===== src/rtl/cci_mpf_svc_vtp_pkg.sv =====
// Shared types for the VTP translation service and its port arbiter.
package cci_mpf_svc_vtp_pkg;

  localparam int unsigned VTP_N_PORTS        = 2;
  localparam int unsigned VTP_VA_PAGE_WIDTH  = 36;
  localparam int unsigned VTP_PA_PAGE_WIDTH  = 28;
  localparam int unsigned VTP_TAG_WIDTH      = 4;
  localparam int unsigned VTP_PORT_IDX_WIDTH = $clog2(VTP_N_PORTS);

  typedef logic [VTP_VA_PAGE_WIDTH-1:0] t_tlb_va_page;
  typedef logic [VTP_PA_PAGE_WIDTH-1:0] t_tlb_pa_page;

  // Tag presented to the server: originating port in the upper bits.
  typedef struct packed {
    logic [VTP_PORT_IDX_WIDTH-1:0] port;
    logic [VTP_TAG_WIDTH-1:0]      tag;
  } t_vtp_svc_tag;

  typedef enum logic [1:0] {
    StRun,
    StDrain,
    StIdle
  } t_vtp_arb_state;

endpackage


===== src/rtl/cci_mpf_prim_arb_rr.sv =====
// Round-robin picker: one-hot grant to the first request after the previous winner.
module cci_mpf_prim_arb_rr #(
  parameter int unsigned NReq = 2,
  localparam int unsigned IdxW = (NReq > 1) ? $clog2(NReq) : 1
) (
  input  logic            clk,
  input  logic            reset_n,
  input  logic            en_i,
  input  logic [NReq-1:0] req_i,
  output logic [NReq-1:0] gnt_o,
  output logic [IdxW-1:0] gnt_idx_o
);

  logic [IdxW-1:0] last_q;
  logic [IdxW-1:0] cand_idx;
  int unsigned     cand;

  // Walk from farthest to nearest so the nearest requester after last_q wins.
  always_comb begin
    gnt_o     = '0;
    gnt_idx_o = '0;
    cand      = 0;
    cand_idx  = '0;
    if (en_i) begin
      for (int unsigned k = NReq; k >= 1; k--) begin
        cand     = (32'(last_q) + k) % NReq;
        cand_idx = cand[IdxW-1:0];
        if (req_i[cand_idx]) begin
          gnt_o           = '0;
          gnt_o[cand_idx] = 1'b1;
          gnt_idx_o       = cand_idx;
        end
      end
    end
  end

  always_ff @(posedge clk or negedge reset_n) begin
    if (!reset_n) begin
      last_q <= IdxW'(NReq - 1);
    end else if (|gnt_o) begin
      last_q <= gnt_idx_o;
    end
  end

endmodule


===== src/rtl/cci_mpf_svc_vtp_port_arb.sv =====
// Shares one VTP translation server among N pipeline ports with per-port credits
// and a drain handshake used to quiesce translation before page table updates.
module cci_mpf_svc_vtp_port_arb
  import cci_mpf_svc_vtp_pkg::*;
#(
  parameter int unsigned N_PORTS         = VTP_N_PORTS,
  parameter int unsigned VA_PAGE_WIDTH   = VTP_VA_PAGE_WIDTH,
  parameter int unsigned PA_PAGE_WIDTH   = VTP_PA_PAGE_WIDTH,
  parameter int unsigned TAG_WIDTH       = VTP_TAG_WIDTH,
  parameter int unsigned MAX_OUTSTANDING = 8,
  localparam int unsigned PortW          = $clog2(N_PORTS),
  localparam int unsigned SvcTagW        = PortW + TAG_WIDTH
) (
  input  logic                         clk,
  input  logic                         reset_n,
  input  logic [N_PORTS-1:0]           port_req_valid_i,
  output logic [N_PORTS-1:0]           port_req_ready_o,
  input  logic [N_PORTS*VA_PAGE_WIDTH-1:0] port_req_va_i,
  input  logic [N_PORTS*TAG_WIDTH-1:0] port_req_tag_i,
  output logic [N_PORTS-1:0]           port_rsp_valid_o,
  output logic [PA_PAGE_WIDTH-1:0]     port_rsp_pa_o,
  output logic [TAG_WIDTH-1:0]         port_rsp_tag_o,
  output logic                         port_rsp_err_o,
  output logic                         svc_req_valid_o,
  input  logic                         svc_req_ready_i,
  output logic [VA_PAGE_WIDTH-1:0]     svc_req_va_o,
  output logic [SvcTagW-1:0]           svc_req_tag_o,
  input  logic                         svc_rsp_valid_i,
  input  logic [SvcTagW-1:0]           svc_rsp_tag_i,
  input  logic [PA_PAGE_WIDTH-1:0]     svc_rsp_pa_i,
  input  logic                         svc_rsp_err_i,
  input  logic                         drain_req_i,
  output logic                         drain_done_o
);

  localparam int unsigned CntW = $clog2(MAX_OUTSTANDING) + 1;

  logic [1:0]               rst_sync_q;
  t_vtp_arb_state           state_q, state_d;
  logic                     run_en, drain_done_d, drain_done_q;
  logic                     slot_load, slot_valid_q, slot_valid_d;
  logic [VA_PAGE_WIDTH-1:0] slot_va_q;
  logic [SvcTagW-1:0]       slot_tag_q;
  logic [N_PORTS-1:0]       elig, gnt;
  logic [PortW-1:0]         gnt_idx;
  logic [VA_PAGE_WIDTH-1:0] gnt_va;
  logic [TAG_WIDTH-1:0]     gnt_tag;
  logic [PortW-1:0]         rsp_port;
  logic                     rsp_port_ok;
  logic [N_PORTS-1:0]       rsp_dec;
  logic [CntW-1:0]          cnt_q [N_PORTS];
  logic [CntW-1:0]          cnt_d [N_PORTS];
  logic                     cnt_zero_d;
  logic [N_PORTS-1:0]       rsp_valid_q;
  logic [PA_PAGE_WIDTH-1:0] rsp_pa_q;
  logic [TAG_WIDTH-1:0]     rsp_tag_q;
  logic                     rsp_err_q;

  // Grants stay off until reset release has passed through two flops.
  always_ff @(posedge clk or negedge reset_n) begin
    if (!reset_n) rst_sync_q <= '0;
    else          rst_sync_q <= {rst_sync_q[0], 1'b1};
  end

  always_comb begin
    for (int i = 0; i < N_PORTS; i++) begin
      elig[i] = port_req_valid_i[i] && (cnt_q[i] < CntW'(MAX_OUTSTANDING)) && run_en;
    end
  end

  assign slot_load = !slot_valid_q || svc_req_ready_i;

  cci_mpf_prim_arb_rr #(
    .NReq (N_PORTS)
  ) u_arb (
    .clk       (clk),
    .reset_n   (reset_n),
    .en_i      (slot_load),
    .req_i     (elig),
    .gnt_o     (gnt),
    .gnt_idx_o (gnt_idx)
  );

  always_comb begin
    gnt_va  = '0;
    gnt_tag = '0;
    for (int i = 0; i < N_PORTS; i++) begin
      if (gnt[i]) begin
        gnt_va  = port_req_va_i[i*VA_PAGE_WIDTH +: VA_PAGE_WIDTH];
        gnt_tag = port_req_tag_i[i*TAG_WIDTH +: TAG_WIDTH];
      end
    end
  end

  assign slot_valid_d = slot_load ? |gnt : slot_valid_q;

  always_ff @(posedge clk or negedge reset_n) begin
    if (!reset_n) begin
      slot_valid_q <= 1'b0;
      slot_va_q    <= '0;
      slot_tag_q   <= '0;
    end else begin
      slot_valid_q <= slot_valid_d;
      if (slot_load && |gnt) begin
        slot_va_q  <= gnt_va;
        slot_tag_q <= {gnt_idx, gnt_tag};
      end
    end
  end

  assign rsp_port    = svc_rsp_tag_i[SvcTagW-1 -: PortW];
  assign rsp_port_ok = 32'(rsp_port) < N_PORTS;

  always_comb begin
    cnt_zero_d = 1'b1;
    for (int i = 0; i < N_PORTS; i++) begin
      rsp_dec[i] = svc_rsp_valid_i && rsp_port_ok && (rsp_port == PortW'(i));
      cnt_d[i]   = cnt_q[i];
      case ({gnt[i], rsp_dec[i]})
        2'b10:   cnt_d[i] = cnt_q[i] + CntW'(1);
        2'b01:   if (cnt_q[i] != '0) cnt_d[i] = cnt_q[i] - CntW'(1);
        default: ;
      endcase
      if (cnt_d[i] != '0) cnt_zero_d = 1'b0;
    end
  end

  always_ff @(posedge clk or negedge reset_n) begin
    if (!reset_n) begin
      for (int i = 0; i < N_PORTS; i++) cnt_q[i] <= '0;
    end else begin
      for (int i = 0; i < N_PORTS; i++) cnt_q[i] <= cnt_d[i];
    end
  end

  always_ff @(posedge clk or negedge reset_n) begin
    if (!reset_n) begin
      rsp_valid_q <= '0;
      rsp_pa_q    <= '0;
      rsp_tag_q   <= '0;
      rsp_err_q   <= 1'b0;
    end else begin
      rsp_valid_q <= rsp_dec;
      if (|rsp_dec) begin
        rsp_pa_q  <= svc_rsp_pa_i;
        rsp_tag_q <= svc_rsp_tag_i[TAG_WIDTH-1:0];
        rsp_err_q <= svc_rsp_err_i;
      end
    end
  end

  always_ff @(posedge clk or negedge reset_n) begin
    if (!reset_n) begin
      state_q      <= StRun;
      drain_done_q <= 1'b0;
    end else begin
      state_q      <= state_d;
      drain_done_q <= drain_done_d;
    end
  end

  // Quiescence is judged on next-cycle values so done follows the last response by one cycle.
  always_comb begin
    state_d = state_q;
    unique case (state_q)
      StRun:   if (drain_req_i) state_d = StDrain;
      StDrain: begin
        if (!drain_req_i)                     state_d = StRun;
        else if (!slot_valid_d && cnt_zero_d) state_d = StIdle;
      end
      StIdle:  if (!drain_req_i) state_d = StRun;
      default: state_d = StRun;
    endcase
  end

  always_comb begin
    run_en       = (state_q == StRun) && rst_sync_q[1];
    drain_done_d = (state_d == StIdle);
  end

  assign port_req_ready_o = gnt;
  assign svc_req_valid_o  = slot_valid_q;
  assign svc_req_va_o     = slot_va_q;
  assign svc_req_tag_o    = slot_tag_q;
  assign port_rsp_valid_o = rsp_valid_q;
  assign port_rsp_pa_o    = rsp_pa_q;
  assign port_rsp_tag_o   = rsp_tag_q;
  assign port_rsp_err_o   = rsp_err_q;
  assign drain_done_o     = drain_done_q;

`ifndef SYNTHESIS
  logic [N_PORTS-1:0] cnt_zero;
  always_comb begin
    for (int i = 0; i < N_PORTS; i++) cnt_zero[i] = (cnt_q[i] == '0);
  end

  a_rsp_port_range: assert property (@(posedge clk) disable iff (!reset_n)
    svc_rsp_valid_i |-> rsp_port_ok);
  a_rsp_credit: assert property (@(posedge clk) disable iff (!reset_n)
    ~|(rsp_dec & cnt_zero));
`endif

endmodule


===== config.mk =====
export PLATFORM = sky130hd
export DESIGN_NAME = cci_mpf_svc_vtp_port_arb
export DESIGN_NICKNAME = d
export VERILOG_FILES = /design/src/rtl/cci_mpf_svc_vtp_pkg.sv /design/src/rtl/cci_mpf_prim_arb_rr.sv /design/src/rtl/cci_mpf_svc_vtp_port_arb.sv
export SDC_FILE = /design/constraint.sdc
export NUM_CORES = 1
export LEC_CHECK = 0
export ABC_AREA = 0
export CORE_ASPECT_RATIO = 1.1
export CORE_UTILIZATION = 42
export CTS_BUF_LIST = sky130_fd_sc_hd__clkbuf_16
export CTS_CLUSTER_DIAMETER = 200
export DETAILED_ROUTE_END_ITERATION = 16
export GPL_ROUTABILITY_DRIVEN = 0
export PLACE_DENSITY_LB_ADDON = 0.12
export SYNTH_ARGS = -nofsm -noshare
export SYNTH_HDL_FRONTEND = slang
export SYNTH_HIERARCHICAL = 1
export SYNTH_SLANG_ARGS = --single-unit

===== constraint.sdc =====
create_clock -name clk -period 4.6 [get_ports clk]
set_input_delay 0.69 -clock clk [delete_from_list [all_inputs] [get_ports clk]]
set_output_delay 0.69 -clock clk [all_outputs]
set_load 0.02 [all_outputs]

After elaboration in Yosys (flattened, before gate mapping) --
Cells that the tools add are included.
Word-level totals: register bits 91, bits in latches 0, RAM bits 0, logic and storage cells 84, output and inout port bits 80, memories 0, ROM bits 0, input port bits 121
Operators by class: $add $sub $neg 6, reductions and logical operators 21, $mul 0, shift-type cells 0, $lt $le $gt $ge 6, mux-type cells 30, bitwise operators 1, equal/unequal tests 7, div/mod/pow operators 0
Operators by type and width (number):
- $mux 36 | 2
- $mux 4 | 4
- $pmux 4 s2 | 2
- $reduce_bool 4->1 | 4
- $mux 2 | 7
- $mux 1 | 12
- $logic_and 1x1->1 | 11
- $add 4x1->4 const B | 2
- $eq 2x2->1 const B | 4
- $lt 4x4->1 const B | 2
- $sub 4x1->4 const B | 2
- $eq 2x1->1 const B | 3
- $pmux 2 s3 | 1
- $lt 1x2->1 const B | 2
- $reduce_or 2->1 | 2
- $add 1x1->1 const B | 2
- $demux 1 s1 | 2
- $ge 1x1->1 const B | 2
- $logic_not 1->1 | 2
- $logic_not 2->1 | 1
- $logic_or 1x1->1 | 1
- $not 1->1 | 1

Logic depth before layout (Yosys ltp) --
depth after elaboration 18, gate-level depth with buffers 15, mapped depth without buffers 12

By module --
The synthesis kept the hierarchy.
Modules (own cells, without submodules):
- cci_mpf_svc_vtp_port_arb | cells an instance 402, times used 1, area each 4322.9 um2, seq. area each 2252.2 um2
- cci_mpf_prim_arb_rr | cells an instance 9, times used 1, area each 70.1 um2, seq. area each 26.3 um2

Least setup slack after synthesis --
Ideal clock, no wire load.
kind input -> register, start point in svc_req_ready_i, end point reg drain_done_q (netlist: drain_done_o), arrival 3.781 ns, path buffers 4, data required time 4.480 ns, path slack 0.699 ns, setup time 0.120 ns, stages on the path 15, cell sequence nor2b_1 > clkbuf_1 > inv_2 > clkbuf_1 > nand2_1 > a21oi_1 > inv_1 > clkbuf_1 > ha_1 > buf_2 > or3b_1 > mux2_2 > nand4_1 > nor4_4 > a31o_1
On the way: word-level cells in the longest chain between the ends 12, elaborated cells on any way between the ends 20, classes of those cells 5 x eq/ne; 9 x mux; 6 x reduce/logical
RTL lines:
- start, declared | RTL line cci_mpf_svc_vtp_port_arb.sv:25 | input logic svc_req_ready_i,
- $logic_or 1x1->1 (*) | RTL line cci_mpf_svc_vtp_port_arb.sv:71 | assign slot_load = !slot_valid_q || svc_req_ready_i;
- via slot_load | RTL line cci_mpf_svc_vtp_port_arb.sv:41 | logic slot_load, slot_valid_q, slot_valid_d;
- $mux 2 (*) | RTL line cci_mpf_prim_arb_rr.sv:24 | if (en_i) begin
- via port_req_ready_o[0] | RTL line cci_mpf_svc_vtp_port_arb.sv:17 | output logic [N_PORTS-1:0] port_req_ready_o,
- $eq 2x1->1 or $eq 2x2->1 (tied branches) | RTL line cci_mpf_svc_vtp_port_arb.sv:119 | case ({gnt[i], rsp_dec[i]})
- $pmux 4 s2 | RTL line cci_mpf_svc_vtp_port_arb.sv:119
- $reduce_bool 4->1 | RTL line cci_mpf_svc_vtp_port_arb.sv:124 | if (cnt_d[i] != '0) cnt_zero_d = 1'b0;
- $mux 1 (2 in series) | RTL line cci_mpf_svc_vtp_port_arb.sv:124
- $logic_and 1x1->1 (*) | RTL line cci_mpf_svc_vtp_port_arb.sv:169 | else if (!slot_valid_d && cnt_zero_d) state_d = StIdle;
- $mux 2 (*) | RTL line cci_mpf_svc_vtp_port_arb.sv:169
- $mux 2 (*) | RTL line cci_mpf_svc_vtp_port_arb.sv:168 | if (!drain_req_i) state_d = StRun;
- $pmux 2 s3 (*) | RTL line cci_mpf_svc_vtp_port_arb.sv:165 | unique case (state_q)
- $eq 2x2->1 (*) | RTL line cci_mpf_svc_vtp_port_arb.sv:178 | drain_done_d = (state_d == StIdle);
- via drain_done_d | RTL line cci_mpf_svc_vtp_port_arb.sv:40 | logic run_en, drain_done_d, drain_done_q;
- end signal, assigned | RTL line cci_mpf_svc_vtp_port_arb.sv:158 | drain_done_q <= drain_done_d;
- end, declared | RTL line cci_mpf_svc_vtp_port_arb.sv:40
The timed path passes the listed nets; every way through them passes the cells marked *. A chain may end at the register's enable or synchronous reset.

Worst setup path after layout --
start point in svc_req_ready_i, end point out port_req_ready_o[0]
On the way: word-level cells in the longest chain between the ends 2
RTL lines (RTL line):
- $logic_or 1x1->1 | cci_mpf_svc_vtp_port_arb.sv:71
- $mux 2 | cci_mpf_prim_arb_rr.sv:24
- end, declared | cci_mpf_svc_vtp_port_arb.sv:17
No other way between the ends.

==> flow_summary.json <==
{
  "ys_top_cells_by_area": "dfrtp_1 51%, mux2_2 9.0%, a22oi_1 7.0%, and3_1 5.8%, a21oi_1 5.4%",
  "first_global_vias": 4160,
  "dpl_cell_area_um2": 6520,
  "cts-buffers-inserted": 9,
  "start_util": 0.438,
  "nets": 726,
  "cts_tree": "done",
  "yosys_most_used_dff": "dfrtp_1",
  "pwr-share-seq": 0.342,
  "power.density_nw_per_um2": 551,
  "grt_max_degree": 51,
  "wl_per_cell_um": 17.8,
  "path_cells": "clkdlybuf4s50_1 -> nor2b_4 -> inv_2 -> buf_4 -> nand2_1 -> a21oi_2 -> buf_4 -> clkdlybuf4s50_1",
  "power_frac_clock": 0.207,
  "cts-root-to-sink-buffers": 2,
  "intPower_uw": 2360,
  "place_ws_ns": 0.689,
  "synth-async-reset-ratio": 1.00,
  "slowest_delay_ns": 0.68,
  "cp_data_arrival_time_ns": 2.98,
  "holdCritPathClass": "input port to asynchronous set/reset pin",
  "dieArea_um2": 10900,
  "tns_ns": 0,
  "leakagePower_uw": 0.00287,
  "path_clk_slew_ns": 0.06,
  "viasPerCell": 5.38,
  "drive_gt1_frac": 0.115,
  "worstMarginPinSlew_ns": 1.02,
  "crit_end": "port_req_ready_o[0]",
  "r2r_end": "state_q[0]$_DFF_PN0_",
  "drc_errors": 0,
  "setup_viol": 0,
  "drt_wl_total_um": 13200,
  "crit_fanout": 44,
  "post-route-period-util": 0.797,
  "numPortBuffers": 200,
  "rows": 38,
  "skew_ns": 0.00412,
  "cts_sinks": 91,
  "worst-r2r-cell-count": 12,
  "rsz0062_at_grt": "false",
  "antenna_found_initial": 0,
  "synth_top_area_share": 0.513,
  "ys_seq_area_frac": 0.519,
  "relSlewSlack": 0.317,
  "synth.yosys.warnings": 6,
  "cts_resized": 0,
  "fillCellCount": 792,
  "drtPass1Iterations": 4,
  "p_switching_uw": 1410,
  "combPwrFrac": 0.451,
  "syn-num-nets": 540,
  "synth_area_um2": 4390,
  "fp.dieW_um": 99.5,
  "fin_ws_ns": 0.935,
  "reg2reg_slack_ns": 1.13,
  "status": "finished, final reports clean",
  "vdd_drop_max_v": 0.000231,
  "cts_root_buf": "clkbuf_16",
  "design.core.area_um2": 10000,
  "area_growth_pct": 55.6,
  "vias": 3993,
  "required_ns": 3.91,
  "total_power_uw": 3770,
  "synth-edff-count": 0,
  "synth_top_cell_by_area": "dfrtp_1",
  "min_period_ns": 3.67,
  "start_kind": "input port",
  "track_usage": 0.245,
  "synth-seq-cells": 91,
  "dpl.hpwl_um": 9340,
  "clock_latency_ns": 0.34,
  "ys_types": 48,
  "ant_nets": 0,
  "max-cap-violations": 0,
  "ctsHoldBuffers": 0,
  "drtIter0Drc": 194,
  "post_cts.repair.setup_buffers": 0,
  "post-route-cell-area_um2": 6830,
  "die_h_um": 109,
  "timing.fmax_ghz": 0.273,
  "gr-total-overflow": 0,
  "final_core_util": 0.681,
  "r2r-start": "state_q[0]$_DFF_PN0_",
  "synthCells": 411,
  "critPathCaptureType": "output pin",
  "n_antenna_cell": 0,
  "syn_area_per_cell_um2": 10.7,
  "cts_max_level": 3,
  "crit_type": "input port to output pin",
  "hold_viol": 0,
  "final-max-slew-violation-count": 0,
  "swShare": 0.374,
  "slowest_stage": "clkdlybuf4s50_1",
  "grt_pass1_wl_um": 20400,
  "ios": 201,
  "crit_start": "svc_req_ready_i"
}
==> cell families after synthesis <==
family | share of synthesized area
compound gates | 0.202
other cells | 0.000854
flops | 0.519
fa+ha+maj | 0.0228
mux | 0.0957
simple gates | 0.120
buf+inv | 0.0404
==> metrics by stage <==
stage	hold slack, ns	std cells
finish	0.326	742
global route	0.368	742
CTS	0.349	742
detailed placement	0.340	726
global placement	0.340	726
floorplan	0.331	411
==> registers in the layout, summed over array words and instances, names as in the netlist, 2 cells and up <==
| register | flops |
|---|---|
| state_q | 2 |
| port_rsp_tag_o | 4 |
| port_rsp_pa_o | 28 |
| port_rsp_valid_o | 2 |
| svc_req_tag_o | 5 |
| cnt_q | 8 |
| rst_sync_q | 2 |
| svc_req_va_o | 36 |
==> layout by cell type (no fill, tap or decap), drive strengths merged, types with 9 or more instances in the layout <==
cell             n
dfrtp           90
a21oi           47
a22oi           41
o21ai           44
clkdlybuf4s50  199
mux2            37
and3            41
clkbuf           9
inv             13
==> layer usage <==
| layer | vias to the layer above | GRT usage | share of wire |
|---|---|---|---|
| met5 | - | 0 | 0 |
| met4 | 0 | 0.122 | 0.030 |
| met3 | 26 | 0.0699 | 0.077 |
| met2 | 161 | 0.417 | 0.50 |
| met1 | 1908 | 0.283 | 0.39 |
| li1 | 1898 | - | - |
==> synthesized netlist by cell type, drive strengths merged (2+ instances only) <==
master and n:
dfrtp 90, a21oi 47, o21ai 44, a22oi 41
and3 41, mux2 37, clkbuf 27, inv 12
ha 8, nand2 8, nor3b 6, buf 5
nor2 5, nor2b 5, nor4 4, nand3 3
or3b 3, a31o 2, nand2b 2, nor3 2
o31ai 2
==> power groups by stage <==
stage          Combinational [uW]  Clock (uW)  Sequential, uW
6_report                     1700         781            1290
5_1_grt                      1830         828            1330
4_1_cts                      1710         800            1290
3_5_place_dp                 1710           0            1300
3_3_place_gp                 1660           0            1280
2_1_floorplan                 663           0            1530
==> cell type report <==
class	instances	area [um^2]	area share
Clock buffer	9	225	0.0330
Clock inverter	7	91.3	0.0134
Inverter	12	45.0	0.00659
Multi-Input combinational cell	276	1970	0.288
Sequential cell	91	2280	0.333
Tap cell	140	175	0.0256
Timing Repair Buffer	207	2050	0.300
==> critical path: cells and delay by family <==
family                 cells  cell delay [ns]
buffers and inverters      5             1.95
AND/OR/NAND/NOR            2             0.17
AO/OA/AOI/OAI              1             0.15
==> how the worst min path moves through the flow <==
stage,from,end,cells past startpoint
2_1_floorplan,rst_sync_q[0]$_DFF_PN0_,rst_sync_q[1]$_DFF_PN0_,0
3_3_place_gp,rst_sync_q[0]$_DFF_PN0_,rst_sync_q[1]$_DFF_PN0_,0
3_5_place_dp,rst_sync_q[0]$_DFF_PN0_,rst_sync_q[1]$_DFF_PN0_,0
4_1_cts,reset_n,rst_sync_q[1]$_DFF_PN0_,1
5_1_grt,reset_n,rst_sync_q[1]$_DFF_PN0_,1
6_report,reset_n,rst_sync_q[1]$_DFF_PN0_,1
No activity file was read; power rests on OpenSTA's default activity.
==> variant 1, RTL diff (same settings) <==
`MAX_OUTSTANDING`: 8 -> 16.
--- a/src/rtl/cci_mpf_svc_vtp_port_arb.sv
+++ b/src/rtl/cci_mpf_svc_vtp_port_arb.sv
@@ -8,5 +8,5 @@
   parameter int unsigned PA_PAGE_WIDTH   = VTP_PA_PAGE_WIDTH,
   parameter int unsigned TAG_WIDTH       = VTP_TAG_WIDTH,
-  parameter int unsigned MAX_OUTSTANDING = 8,
+  parameter int unsigned MAX_OUTSTANDING = 16,
   localparam int unsigned PortW          = $clog2(N_PORTS),
   localparam int unsigned SvcTagW        = PortW + TAG_WIDTH
Check against the original RTL: no difference found for any inputs over 10 cycles, from zero or initial values and one cycle with reset_n low; that may be too few to reach the edited logic, so the function may still have changed.
==> variant 1 against the unedited design <==
  * Critical path depth rose by 4
  * Largest power group unchanged
  * Core utilization is 1.9 points lower
  * Total power is 1.9% lower
  * Area after synthesis grew 4.5%
  * Count of clock-buffer cells in the layout unchanged
  * Largest cell class unchanged
  * Cell area rose by 1.7%
  * Synthesized cell count is 6.6% higher
  * Routed wire length rose by 2.9%
  * Highest routed layer unchanged
  * Sequential cell count is 2 higher
  * Setup slack worse by 100 ps
==> variant 1: results (changes against the unedited design) <==
stage	metric	value	unit	change
global_routing	grt_max_degree	62		+22%
global_routing	grt_pass1_vias	4392		+5.6%
cts	cts_resized	0		unchanged
worst_setup_path	cp_top_family	simple AND/OR/NAND/NOR gates		
timing	clock_skew	6.59	ps	+2.47 ps
synth	ys_seq_area_share	50.7	%	-1.1 points
synth	synth_commonest_cells	92 x dfrtp_1, 49 x a21oi_1, 47 x o21ai_0, 41 x a22oi_1, 40 x and3_1		
worst_setup_path	slowest_delay	560	ps	-120 ps
finish	drive_gt1_share	10.6	%	-0.88 points
synth	yosys.area_share.adder	2.18	%	-0.098 points
place	postPlaceCellArea	6690	sq um	+2.6%
cts	h-tree-depth	3		unchanged
pwr	peakVddDrop	330	uV	+43%
synth	avgSynthCellArea	10.5	sq um	-2.0%
cts	cts_max_path_buffers	2		unchanged
finish	diodes	0		unchanged
status	status	completed		
place	dp_hpwl	9440	microns	+1.0%
synth	muxShareOfSynthArea	8.78	%	-0.79 points
synth	synth_xor_area_share	0	%	unchanged
global_routing	grt_pass1_wl	21700	microns	+6.1%
synth	synth_compound_area_share	21.8	%	+1.6 points
timing	worstMarginPinSlew	991	ps	-31.2 ps
worst_setup_path	cp_data_arrival_time	4030	ps	+1050 ps
routing	via_per_inst	5.51		+2.4%
cts	path_clk_slew	60	ps	about the same
global_routing	track_usage	24.8	%	+0.35 points
synth	synthTopCellsByArea	dfrtp_1 50%, mux2_2 8.3%, a22oi_1 6.7%		
finish	largest_reg_flops	36		unchanged
routing	drtPass1Iterations	5		+1
place	port_buffers	200		unchanged
pwr	p_leak	2.93	nW	+2.0%
global_routing	antenna_found_initial	0		unchanged
place	dpl_worst_slack	506	ps	-183 ps
routing	drtIter0Drc	220		+13%
min_path	hold_path.class	reg2reg		
synth	async_flop_share	100	%	unchanged
finish	fin_nets	749		+3.2%
finish	instances_no_fill	767		+3.4%
synth	synthesis.nets	567		+5.0%
cts	cts_buffers	9		unchanged
worst_setup_path	cpMaxStageDelayCell	or4_1		
place	dp.cells	752		+3.6%
cts	postCtsSetupRepairBufs	0		unchanged
routing	post_drt_wl_per_cell	17.7	microns	-0.49%
worst_setup_path	critPathMaxFanout	11		-75%
variant 1: layer usage:
layer  global-route usage (%)  wire length (microns)  vias up  part of all wire (%)
met5                        0                      0        -                     0
met4                     11.6                    396        0                   2.9
met3                     7.91                    936       26                   6.9
met2                     41.4                   6970      161                    51
met1                     28.6                   5260     2061                    39
li1                         -                      -     1979                     -
variant 1: area by class of cell:
type / count / area [sq um]
Clock inverter: 6 / 32.5
Timing Repair Buffer: 207 / 2050
Inverter: 18 / 67.6
Tap cell: 143 / 179
Fill cell: 865 / 3540
Clock buffer: 9 / 225
Sequential cell: 93 / 2330
Multi-Input combinational cell: 291 / 2060
variant 1: cells by family (layout without fill, tap and decap cells):
kind of cell,Yosys count,in the layout
flops,93,93
buf+inv,54,240
mux,36,36
compound gates,160,160
fa+ha+maj,8,8
simple gates,86,86
other cells,1,1
variant 1: worst register-to-register path: stages (launching register included):
cell      delay [ps]
dfrtp_1          410
nor2_1           120
nand2_1           90
nor3b_1          500
nand2_1          140
a21oi_2          150
inv_1             70
ha_1             460
nor2b_1          170
mux2i_1          200
o311ai_2         130
or4_1            560
nor4_2           270
a32o_1           240
variant 1: where the power goes:
part | leakage, nW | internal (mW) | switching (mW)
Clock | 0.128 | 0.357 | 0.294
Combinational | 1.69 | 0.826 | 0.887
Sequential | 1.12 | 1.09 | 0.241
variant 1: final timing paths:
kind                       depth (start not counted)                to                start  slack [ps]
max                                               12        state_q[1]  port_req_valid_i[0]         830
min reg2reg                                        0     rst_sync_q[1]        rst_sync_q[0]         350
min in group asynchronous                          1  svc_req_va_o[21]              reset_n         410
max in group asynchronous                          2      u_arb/last_q              reset_n        3190
min                                                0     rst_sync_q[1]        rst_sync_q[0]         350
max reg2reg                                       13        state_q[1]           state_q[1]        1030
==> variant 2, RTL diff (same flow settings) <==
Made on the original files. Re-encode `t_vtp_arb_state` (3 states) as one-hot, 3 bits wide.
--- a/src/rtl/cci_mpf_svc_vtp_pkg.sv
+++ b/src/rtl/cci_mpf_svc_vtp_pkg.sv
@@ -17,8 +17,8 @@
   } t_vtp_svc_tag;
 
-  typedef enum logic [1:0] {
-    StRun,
-    StDrain,
-    StIdle
+  typedef enum logic [2:0] {
+    StRun   = 3'b001,
+    StDrain = 3'b010,
+    StIdle  = 3'b100
   } t_vtp_arb_state;
 
Formal check against the unedited RTL: no difference found for any inputs over 4 cycles, from zero or initial values and one cycle with reset_n low; so few cycles prove little.
==> variant 2 against the unedited design <==
  * Total power is 3.2% higher
  * Die area increased by 1.7%
  * Highest routed layer unchanged
  * Area after synthesis up 1.7%
  * Count of clock-buffer cells in the layout unchanged
  * Critical path depth is 1 lower
  * Clock power increased by 2.7%
  * Global-route usage fell by 0.52 points
  * Sequential cell count increased by 1
  * Worst hold slack got worse by 9.2 ps
  * Cell area up 1.6%
  * Cell count increased by 1.8%
  * Setup slack got worse by 160 ps
  * Routed wire length is 0.45% higher
==> variant 2: results (changes against the unedited design) <==
stage	metric	value	unit	change
status	status	completed		
finish	largest_reg_flops	36		unchanged
finish	fillers	861		+8.7%
synth	synthesis.nets	548		+1.5%
finish	multi_input_cells	283		+2.5%
pwr	p_leak	2.92	nW	+1.6%
cts	clk-insertion-delay-late	340	ps	about the same
finish	nonClkBufAreaFrac	29.7	%	-0.35 points
finish	clk_share	4.65	%	+0.019 points
cts	cts_resized	0		unchanged
cts	postCtsSetupRepairBufs	0		unchanged
synth	synthTopCellsByArea	dfrtp_1 50%, mux2_2 7.3%, a22oi_1 6.7%		
pwr	p_seq_share	33.7	%	-0.5 points
place	dpl_worst_slack	944	ps	+254 ps
global_routing	grt_pass1_vias	4049		-2.7%
timing	clock_skew	6.12	ps	+1.99 ps
finish	multi_input_area_share	29.2	%	+0.41 points
place	dp_hpwl	9400	microns	+0.59%
pwr	peakVddDrop	286	uV	+24%
timing	maxSlewHeadroom	33.8	%	+2.1 points
routing	drtIter0Drc	229		+18%
synth	ys_seq_area_share	51.6	%	-0.30 points
worst_setup_path	slowest_delay	650	ps	-30 ps
synth	yosysUniqueCellTypes	49		+2.1%
finish	diodes	0		unchanged
min_path	hold_path.class	in2async		
worst_setup_path	critPathMaxFanout	22		-50%
cts	path_clk_slew	70	ps	
routing	wirelength	13200	microns	+0.45%
pwr	intPower	2.41	mW	+2.2%
worst_setup_path	reg2regPathDepth	11		-1
pwr	power.density	560	nW/um^2	+1.6%
cts	cts_buffers	9		unchanged
routing	post_drt_wl_per_cell	17.5	microns	-1.3%
global_routing	antenna_found_initial	0		unchanged
routing	vias	4172		+4.5%
finish	drive_gt1_share	10.9	%	-0.51 points
finish	num-nonclk-buffers	208		+0.48%
synth	synth_commonest_cells	90 x dfrtp_1, 46 x a21oi_1, 40 x a22oi_1, 40 x and3_1, 39 x o21ai_1		
routing	drtPass1Iterations	5		+1
finish	fin_area	6940	sq um	+1.6%
worst_setup_path	cpMaxStageDelayCell	clkdlybuf4s50_1		
synth	avgSynthCellArea	10.7	sq um	-0.21%
global_routing	grt_pass1_wl	20400	microns	about the same
global_routing	grt_max_degree	54		+5.9%
finish	num-nonclk-inverters	13		+1
synth	synthFlopType	dfrtp_1		
finish	regArea	2300	sq um	+1.2%
cts	cts.sinks	92		+1.1%
place	postPlaceCellArea	6620	sq um	+1.5%
global_routing	track_usage	23.9	%	-0.52 points
worst_setup_path	cp_top_family	buffers and inverters		
pwr	p_comb_share	45.7	%	+0.6 points
place	dp.cells	739		+1.8%
[variant 2: path summary, 6_finish.rpt]
| path | slack, ps | to | from |
|---|---|---|---|
| hold reg to reg | 360 | rst_sync_q[1] | rst_sync_q[0] |
| setup reg to reg | 1170 | state_q[2] | state_q[0] |
| setup / recovery | 770 | port_req_ready_o[1] | state_q[0] |
| hold / removal | 320 | rst_sync_q[1] | reset_n |
| min in group clk | 360 | rst_sync_q[1] | rst_sync_q[0] |
| max in group asynchronous | 3200 | svc_req_va_o[20] | reset_n |
[variant 2: metal layers]
metal	global-route usage, %	part of all wire [%]	routed length (microns)
met1	28.2	39	5210
met2	40.8	50	6680
met3	7.76	8.1	1080
met4	9.32	2.1	273
met5	0	0	0
[variant 2: logic make-up after synthesis]
kind of cell    after synthesis  share of synthesized area, %
compound gates              154                          21.1
flops                        92                          51.6
simple gates                 82                          11.8
buf+inv                      44                          3.78
mux                          37                          9.24
fa+ha+maj                     8                          2.24
other cells                   1                        0.0839
xor+xnor                      1                         0.196
